File: config.mk
export PLATFORM = sky130hd
export DESIGN_NAME = layer_serializer
export DESIGN_NICKNAME = d
export VERILOG_FILES = /design/src/rtl/layer_serializer.sv
export SDC_FILE = /design/constraint.sdc
export NUM_CORES = 1
export LEC_CHECK = 0
export CORE_ASPECT_RATIO = 0.7
export CORE_MARGIN = 3
export CORE_UTILIZATION = 40
export CTS_BUF_LIST = sky130_fd_sc_hd__clkbuf_2 sky130_fd_sc_hd__clkbuf_4 sky130_fd_sc_hd__clkbuf_8
export CTS_CLUSTER_SIZE = 30
export DETAILED_ROUTE_END_ITERATION = 12
export GPL_TIMING_DRIVEN = 0
export PLACE_DENSITY = 0.66
export SLEW_MARGIN = 20
export SYNTH_ARGS = -nofsm -noshare
export SYNTH_HDL_FRONTEND = slang
export SYNTH_SLANG_ARGS = --single-unit
File: constraint.sdc
create_clock -name clk -period 22.1 [get_ports clk]
set_clock_uncertainty 0.1 [all_clocks]
set_input_delay 3.315 -clock clk [delete_from_list [all_inputs] [get_ports clk]]
set_output_delay 3.315 -clock clk [all_outputs]
set_load 0.02 [all_outputs]
File: src/rtl/layer_serializer.sv
// -----------------------------------------------------------------------------
// layer_serializer
//   Captures one complete layer result (all neuron outputs valid together) and
//   replays it as a gap-free stream of numNeurons words, one per clock, to feed
//   the next layer's single-input neuron port.
//
// Ports
//   clk          : clock, all state changes on the rising edge
//   rst          : synchronous active-high reset
//   in_data      : neuron k output at in_data[k*dataWidth +: dataWidth]
//   in_valid     : bit k is neuron k output-valid
//   out_data     : serialized word (zero while idle)
//   out_valid    : out_data carries a word this cycle
//   out_last     : current word is neuron numNeurons-1
//   busy         : a stream is being emitted
//   err_overrun  : sticky, a capture arrived mid-stream and was dropped
//   err_mismatch : sticky, in_valid was seen partially set
// -----------------------------------------------------------------------------
module layer_serializer #(
    parameter int numNeurons = 30,
    parameter int dataWidth  = 16,
    parameter int cntWidth   = $clog2(numNeurons) + 1
) (
    input  logic                            clk,
    input  logic                            rst,
    input  logic [numNeurons*dataWidth-1:0] in_data,
    input  logic [numNeurons-1:0]           in_valid,
    output logic [dataWidth-1:0]            out_data,
    output logic                            out_valid,
    output logic                            out_last,
    output logic                            busy,
    output logic                            err_overrun,
    output logic                            err_mismatch
);

    typedef enum logic [0:0] {
        IDLE  = 1'b0,
        SHIFT = 1'b1
    } state_t;

    localparam logic [cntWidth-1:0] LAST_IDX = cntWidth'(numNeurons - 1);
    localparam logic [cntWidth-1:0] ZERO_IDX = {cntWidth{1'b0}};

    state_t               state_r;
    logic [cntWidth-1:0]  cnt_r;
    logic [dataWidth-1:0] cap_r [numNeurons];

    logic                 capture_s;
    logic                 partial_s;
    logic                 load_s;
    logic                 overrun_s;
    logic [cntWidth-1:0]  cnt_nxt_s;
    logic [dataWidth-1:0] next_word_s;

    // Classify in_valid and decide whether this edge starts a new stream.
    // A capture is accepted when idle or while the last word is showing, so
    // consecutive streams abut with no gap.
    always_comb begin
        capture_s = &in_valid;
        partial_s = (|in_valid) && !capture_s;
        load_s    = capture_s && ((state_r == IDLE) || (cnt_r == LAST_IDX));
        overrun_s = capture_s && (state_r == SHIFT) && (cnt_r != LAST_IDX);
        cnt_nxt_s = cnt_r + cntWidth'(1);
    end

    // Select the next captured word by comparison rather than direct indexing,
    // because the counter is one bit wider than the array index.
    always_comb begin
        next_word_s = {dataWidth{1'b0}};
        for (int k = 0; k < numNeurons; k++) begin
            if (cnt_nxt_s == cntWidth'(k)) begin
                next_word_s = cap_r[k];
            end else begin
                next_word_s = next_word_s;
            end
        end
    end

    // Capture register; no reset needed since its contents only reach the
    // output while shifting, and shifting always begins with a fresh load.
    always_ff @(posedge clk) begin
        if (load_s && !rst) begin
            for (int k = 0; k < numNeurons; k++) begin
                cap_r[k] <= in_data[k*dataWidth +: dataWidth];
            end
        end
    end

    // Control FSM with registered outputs. Word 0 is taken straight from
    // in_data on the load edge so it appears in the very next cycle.
    always_ff @(posedge clk) begin
        if (rst) begin
            state_r      <= IDLE;
            cnt_r        <= ZERO_IDX;
            out_data     <= {dataWidth{1'b0}};
            out_valid    <= 1'b0;
            out_last     <= 1'b0;
            busy         <= 1'b0;
            err_overrun  <= 1'b0;
            err_mismatch <= 1'b0;
        end else begin
            if (partial_s) begin
                err_mismatch <= 1'b1;
            end
            if (overrun_s) begin
                err_overrun <= 1'b1;
            end

            if (load_s) begin
                state_r   <= SHIFT;
                cnt_r     <= ZERO_IDX;
                out_data  <= in_data[dataWidth-1:0];
                out_valid <= 1'b1;
                out_last  <= (LAST_IDX == ZERO_IDX);
                busy      <= 1'b1;
            end else begin
                case (state_r)
                    SHIFT: begin
                        if (cnt_r == LAST_IDX) begin
                            state_r   <= IDLE;
                            cnt_r     <= ZERO_IDX;
                            out_data  <= {dataWidth{1'b0}};
                            out_valid <= 1'b0;
                            out_last  <= 1'b0;
                            busy      <= 1'b0;
                        end else begin
                            cnt_r     <= cnt_nxt_s;
                            out_data  <= next_word_s;
                            out_valid <= 1'b1;
                            out_last  <= (cnt_nxt_s == LAST_IDX);
                            busy      <= 1'b1;
                        end
                    end
                    IDLE: begin
                        state_r   <= IDLE;
                        cnt_r     <= ZERO_IDX;
                        out_data  <= {dataWidth{1'b0}};
                        out_valid <= 1'b0;
                        out_last  <= 1'b0;
                        busy      <= 1'b0;
                    end
                    default: begin
                        state_r   <= IDLE;
                        cnt_r     <= ZERO_IDX;
                        out_data  <= {dataWidth{1'b0}};
                        out_valid <= 1'b0;
                        out_last  <= 1'b0;
                        busy      <= 1'b0;
                    end
                endcase
            end
        end
    end

endmodule

==> results.md, run 1 <==
* Final core utilization at 0.5655
* Top-count cell post-synth: edfxtp_1
* Hold WC Path Type: flip-flop to flip-flop
* Sw Ratio at 0.2053
* GRT busiest layer: met2
* Post-synth ARST share at 0
* Pin count of the biggest net entering global routing at 60
* Vias in the first global route at 16580
* Prevailing post-synth register cell: edfxtp_1
* Largest family of logic cells by synthesized area: compound AO/OA/AOI/OAI gates
* Clock Latency Late Sink at 690 ps
* CTS Root Cell: clkbuf_8
* Area growth syn-to-layout at 39.18%
* Post-synthesis cell count at 1450
* Worst-case reg-to-reg path depth at 13
* Source of the worst hold timing path: err_overrun
* Total global-route track usage at 0.3056
* Logic pwr share at 0.051
* Final Hold Viols at 0
* WL/cell at 30.60 um
* EDFF count, synth at 480
* Worst setup path start: in_valid[10]
* Max-Slew Margin vs Limit at 0.2224
* TritonRoute pass-1 iters at 6
* Register area share after synthesis at 0.7204
* Via density per instance at 6.037
* CORE AREA at 0.05102 mm^2
* Synthesized area at 0.02073 mm^2
* Max Freq at 0.1339 GHz
* Power density cells at 69.22 mW/mm^2
* Die area at 0.05464 mm^2
* Sw Pwr at 410.0 uW
* IO Pins at 533
* Multiplexer share of the synthesized area at 0
* Register area at 0.01493 mm^2
* Initial antenna violation count at 13
* Final Max Tran Viols at 0
* Post-CTS sizing at 0
* Tcrit/Tclk final at 0.3380
* Crit-path max FO at 58
* Remaining Overflow, GRT at 0
* Share of the synthesized area in the top cell type at 0.6953
* TritonCTS clock tree: yes
* Maximum vdd drop at 39.58 uV
* XOR/XNOR share of the synthesized area at 0.001690
* Internal Pwr Total at 1.587 mW
* Compound-gate portion of the synthesized area at 0.1694
* WS Path Type: input port to flip-flop
* Worst Hold Path EP: err_overrun
* Tightest Pin Transition at 1166 ps
* RR Startpoint: cnt_r[1]
* Yosys Warn Count at 0
* Clock Sink Count at 506
* Met2 Resource Use GR at 0.4704
* DRC at 0
* Synthesized flop and latch total at 506
* Setup violations, final at 0
* WL final at 86050 um
* Most common library cells after synthesis: 480 x edfxtp_1, 113 x nand2_1, 92 x nor2_1, 64 x o21ai_0, 61 x a21oi_1
* WP data required at 22360 ps
* Fillers at 4127
* Largest cells by area after synthesis: edfxtp_1 70%, dfxtp_1 2.5%, nand2_1 2.0%, nor2_1 1.7%, o21ai_0 1.5%
* CTS buffer count at 79
* Clk slew on worst S/H paths at 60 ps
* Multi-input gate area at 0.005431 mm^2
* ANT nets after route at 0
* FP Rows at 69
* Netlist cell types at 84
* Status: completed
* Layout Nets at 2593
* Routed vias at 16980
* DR iter-0 viols at 2384
* Synth Area in Adders at 0.003018
* # Post-CTS Setup Buffers at 0
* DIE HEIGHT at 196.5 um
* Startpoint types: input port
* RSZ-0062 raised after global routing: no
* Max-cap viol count at 0
* Clock share of power at 0.424
* Global-route wire length before repair at 118100 um
* Sequential share of power at 0.525
* Buffers on Ports at 532
* Reg-to-reg endpoint: out_data[0]
* CP Capture Type: flip-flop
* Hold path cells at 2
* Yosys top cell by area: edfxtp_1
* Hold Buf Count CTS at 0
* Hold slack final at 373.0 ps
* FF-to-FF setup slack at 16090 ps
* HPWL after DPL at 65200 um
* Die W at 278.1 um
* GPL Wtd Cong at 0.8995
* Initial Util at 0.4063
* Share of cells above drive strength 1 at 0.09376
* H-Tree Depth at 3
* Clock period minus worst slack at 7469 ps
* Clk buf depth at 3
* Met1 Use GR at 0.4226
* Simple-gate share of the synthesized area at 0.08619
* Worst EP arrival at 7720 ps
* P_leak at 9.459 nW
* Met3 Use GR at 0.1014
* Net count after synthesis at 1967
* Syn Area/Cell at 14.30 um^2
==> power groups by stage <==
stage	registers, mW	logic [mW]	clock network [mW]
3_5_place_dp	1.07	0.101	0
5_1_grt	1.05	0.105	0.897
6_report	1.05	0.102	0.848
3_3_place_gp	1.07	0.100	0
4_1_cts	1.05	0.102	0.853
2_1_floorplan	1.07	0.000754	0
==> worst max-delay path, cell delays in order <==
cell             delay, ps
clkdlybuf4s50_1        550
nand4_1                150
or4_1                  630
nor4_1                 680
clkbuf_4               730
buf_16                 340
buf_16                 310
buf_12                 270
buf_12                 280
buf_16                 300
==> registers in the layout, indices dropped and copies added (netlist names) <==
| signal | cells |
|---|---|
| cap_r | 480 |
| state_r | 1 |
| cnt_r | 6 |
| err_mismatch | 1 |
| err_overrun | 1 |
| out_last | 1 |
| out_data | 16 |
==> logic make-up after synthesis <==
family | Yosys count
flip-flops | 506
AO/OA/AOI/OAI | 476
AND/OR/NAND/NOR | 366
buffers and inverters | 93
adder cells (fa/ha/maj) | 5
XOR/XNOR | 4
==> worst max-delay path by stage <==
stage | to | slack (ps) | cells past startpoint
floorplan | out_data[7] | 2150 | 6
global placement | out_data[6] | -4200 | 9
detailed placement | cap_r[0][243] | 14000 | 10
CTS | cap_r[0][241] | 14690 | 10
global route | cap_r[0][221] | 14390 | 10
finish | cap_r[0][221] | 14630 | 10
==> cells in the final DEF (no fill, tap or decap), types with 16 or more instances in the layout <==
cell,instances
clkdlybuf4s50_1,532
edfxtp_1,480
nand2_1,113
nor2_1,91
clkbuf_8,90
o21ai_0,63
a21oi_1,61
o22ai_1,46
clkbuf_1,45
nand4_1,33
a221oi_1,33
a22oi_1,31
nand3_1,29
clkbuf_4,26
dfxtp_1,26
buf_2,25
a211oi_1,22
a31oi_1,20
o221ai_1,20
a221o_1,18
o211ai_1,16
==> metal layers <==
metal | vias up | wire (um)
met1 | 8455 | 35040
met4 | 16 | 1942
li1 | 7209 | -
met5 | - | 104
met2 | 1148 | 38930
met3 | 147 | 10030
==> area by class of cell <==
| type | instances | area share |
|---|---|---|
| plain buffers | 81 | 0.01249 |
| well taps | 674 | 0.02923 |
| clock buffers | 114 | 0.04917 |
| flip-flops and latches | 506 | 0.5176 |
| diodes | 5 | 0.0004336 |
| multi-input cells | 851 | 0.1882 |
| repair buffers | 545 | 0.1933 |
| clock inverters | 24 | 0.007979 |
| inverters | 12 | 0.001561 |
==> per-stage QoR <==
stage / setup slack (ps) / power [mW] / std cells / instance area, um^2 / TNS, ps
2_1_floorplan: 2149 / 1.070 / 1450 / 20730 / 0
3_3_place_gp: -4205 / 1.168 / 2656 / 26900 / -1162720
3_5_place_dp: 14000 / 1.169 / 2668 / 27180 / 0
4_1_cts: 14690 / 2.003 / 2806 / 28830 / 0
5_1_grt: 14390 / 2.049 / 2810 / 28850 / 0
6_report: 14630 / 1.997 / 2812 / 28850 / 0
Note: power is estimated with default switching activity, not from simulation.
==> inputs of run 2 (changes only) <==
==> constraint.sdc (replaced) <==
create_clock -name clk -period 7.1 [get_ports clk]
set_clock_uncertainty 0.1 [all_clocks]
set_input_delay 1.065 -clock clk [delete_from_list [all_inputs] [get_ports clk]]
set_output_delay 1.065 -clock clk [all_outputs]
set_load 0.02 [all_outputs]
==> results.md, run 2 (synthesized netlist as in run 1, its figures left out) <==
* Status: completed
* Worst EP arrival at 6220 ps (-1500 ps)
* Clk slew on worst S/H paths at 70 ps (about the same)
* Regs by FF count: cap_r (480), out_data (16), cnt_r (6)
* Top reg by flops: cap_r
* CTS Root Cell: clkbuf_8
* FP Rows at 69 (unchanged)
* Most common cell after layout, fill and taps aside: clkdlybuf4s50_1
* Power density cells at 214.2 mW/mm^2 (+210%)
* Startpoint types: flip-flop
* RR Startpoint: cnt_r[1]
* Worst-case reg-to-reg path depth at 13 (unchanged)
* GPL Wtd Cong at 0.9212 (+2.4%)
* Layout Nets at 2590 (-0.12%)
* Max Freq at 0.1725 GHz
* DRC at 0 (unchanged)
* Initial Util at 0.4063 (unchanged)
* Die area at 0.05464 mm^2 (unchanged)
* Register area at 0.01493 mm^2 (unchanged)
* Clk buf depth at 3 (unchanged)
* Source of the worst hold timing path: cap_r[1][221]
* Remaining Overflow, GRT at 0 (unchanged)
* Commonest cells after routing, fill and taps aside: 532 x clkdlybuf4s50_1, 480 x edfxtp_1, 113 x nand2_1
* Setup violations, final at 0 (unchanged)
* Tcrit/Tclk final at 0.8163
* Routed vias at 16870 (-0.63%)
* Via density per instance at 5.992 (-0.74%)
* Maximum vdd drop at 157.1 uV (+300%)
* RSZ-0062 raised after global routing: no
* Hold WC Path Type: flip-flop to flip-flop
* Final Hold Viols at 0 (unchanged)
* Clock Latency Late Sink at 670 ps (-20 ps)
* # Post-CTS Setup Buffers at 0 (unchanged)
* FF-to-FF setup slack at 1300 ps (-14790 ps)
* CTS buffer count at 80 (+1.3%)
* Post-CTS sizing at 0 (unchanged)
* Clock period minus worst slack at 5796 ps
* ANT nets after route at 0 (unchanged)
* CP Capture Type: flip-flop
* Final Max Tran Viols at 0 (unchanged)
* DR iter-0 viols at 2410 (+1.1%)
* TritonRoute pass-1 iters at 6 (unchanged)
* P_leak at 9.378 nW (-0.85%)
* Max-Slew Margin vs Limit at 0.2045 (-0.01787)
* Hold Buf Count CTS at 0 (unchanged)
* Initial antenna violation count at 13 (unchanged)
* TritonCTS clock tree: yes
* WP data required at 7520 ps (-14840 ps)
* Max reg flops at 480 (unchanged)
* IO Pins at 533 (unchanged)
* Die W at 278.1 um (unchanged)
* Max-cap viol count at 0 (unchanged)
* Total global-route track usage at 0.3041 (-0.001485)
* Pin count of the biggest net entering global routing at 156 (+160%)
* Hold slack final at 381.6 ps (+8.618 ps)
* Hold path cells at 2 (unchanged)
* Final core utilization at 0.5630 (-0.002551)
* Worst Hold Path EP: out_data[13]
* Share of cells above drive strength 1 at 0.09227 (-0.001493)
* WL final at 85580 um (-0.54%)
* HPWL after DPL at 64630 um (-0.88%)
* Vias in the first global route at 16560 (-0.13%)
* Tightest Pin Transition at 1185 ps (+18.78 ps)
* Clock Sink Count at 506 (unchanged)
* Multi-input gate area at 0.005443 mm^2 (+0.21%)
* Fillers at 4193 (+1.6%)
* CORE AREA at 0.05102 mm^2 (unchanged)
* WS Path Type: flip-flop to flip-flop
* Global-route wire length before repair at 117900 um (-0.22%)
* WL/cell at 30.40 um (-0.65%)
* Area growth syn-to-layout at 38.55%
* Buffers on Ports at 532 (unchanged)
* Reg-to-reg endpoint: out_data[0]
* DIE HEIGHT at 196.5 um (unchanged)
* Crit-path max FO at 10 (-83%)
* H-Tree Depth at 3 (unchanged)
[run 2: worst max-delay path, cell delays in order (launching register included)]
cell       delay, ps
dfxtp_1          370
buf_2            220
inv_1            100
ha_1             310
clkbuf_1         550
buf_1            630
clkbuf_1         760
a221oi_1         240
o22ai_1          430
o2111ai_1        310
o21ai_0          360
a41oi_1          330
o31ai_1          830
nand2_1           90
[run 2: cell type report]
cell class,instances,share of cell area
well taps,674,0.02936
flip-flops and latches,506,0.5199
inverters,12,0.001568
clock buffers,113,0.04805
plain buffers,81,0.01316
repair buffers,541,0.1897
diodes,6,0.0005227
clock inverters,31,0.008276
multi-input cells,851,0.1895
[run 2: layer usage]
layer | vias to the layer above | GRT usage | part of all wire
li1 | 7231 | - | -
met1 | 8437 | 0.4353 | 0.42
met2 | 1042 | 0.4749 | 0.46
met3 | 140 | 0.07294 | 0.099
met4 | 18 | 0.06837 | 0.019
met5 | - | 0 | 0.0016
[run 2: how the worst max path moves through the flow]
stage / startpoint / to / cells past startpoint
finish: cnt_r[1] / out_data[0] / 13
global route: cnt_r[1] / out_data[0] / 13
detailed placement: cnt_r[1] / out_data[0] / 13
floorplan: in_valid[22] / out_data[7] / 6
CTS: cnt_r[1] / out_data[0] / 13
global placement: in_valid[11] / out_data[6] / 9
[run 2: metrics by stage]
stage	TNS [ps]	setup slack [ps]	total power [mW]	instances	instance area, um^2
5_1_grt	0	1178	6.314	2811	28710
3_3_place_gp	-680360	-2110	3.633	2656	26900
4_1_cts	0	1407	6.168	2807	28680
2_1_floorplan	0	315.2	3.330	1450	20730
6_report	0	1304	6.152	2815	28720
3_5_place_dp	0	1425	3.636	2663	27060
[run 2: power by group]
group          switching, mW  internal (mW)  leakage [nW]
Clock                   1.21           1.37         0.848
Sequential          0.000140           3.26          4.52
Combinational         0.0678          0.247          4.01
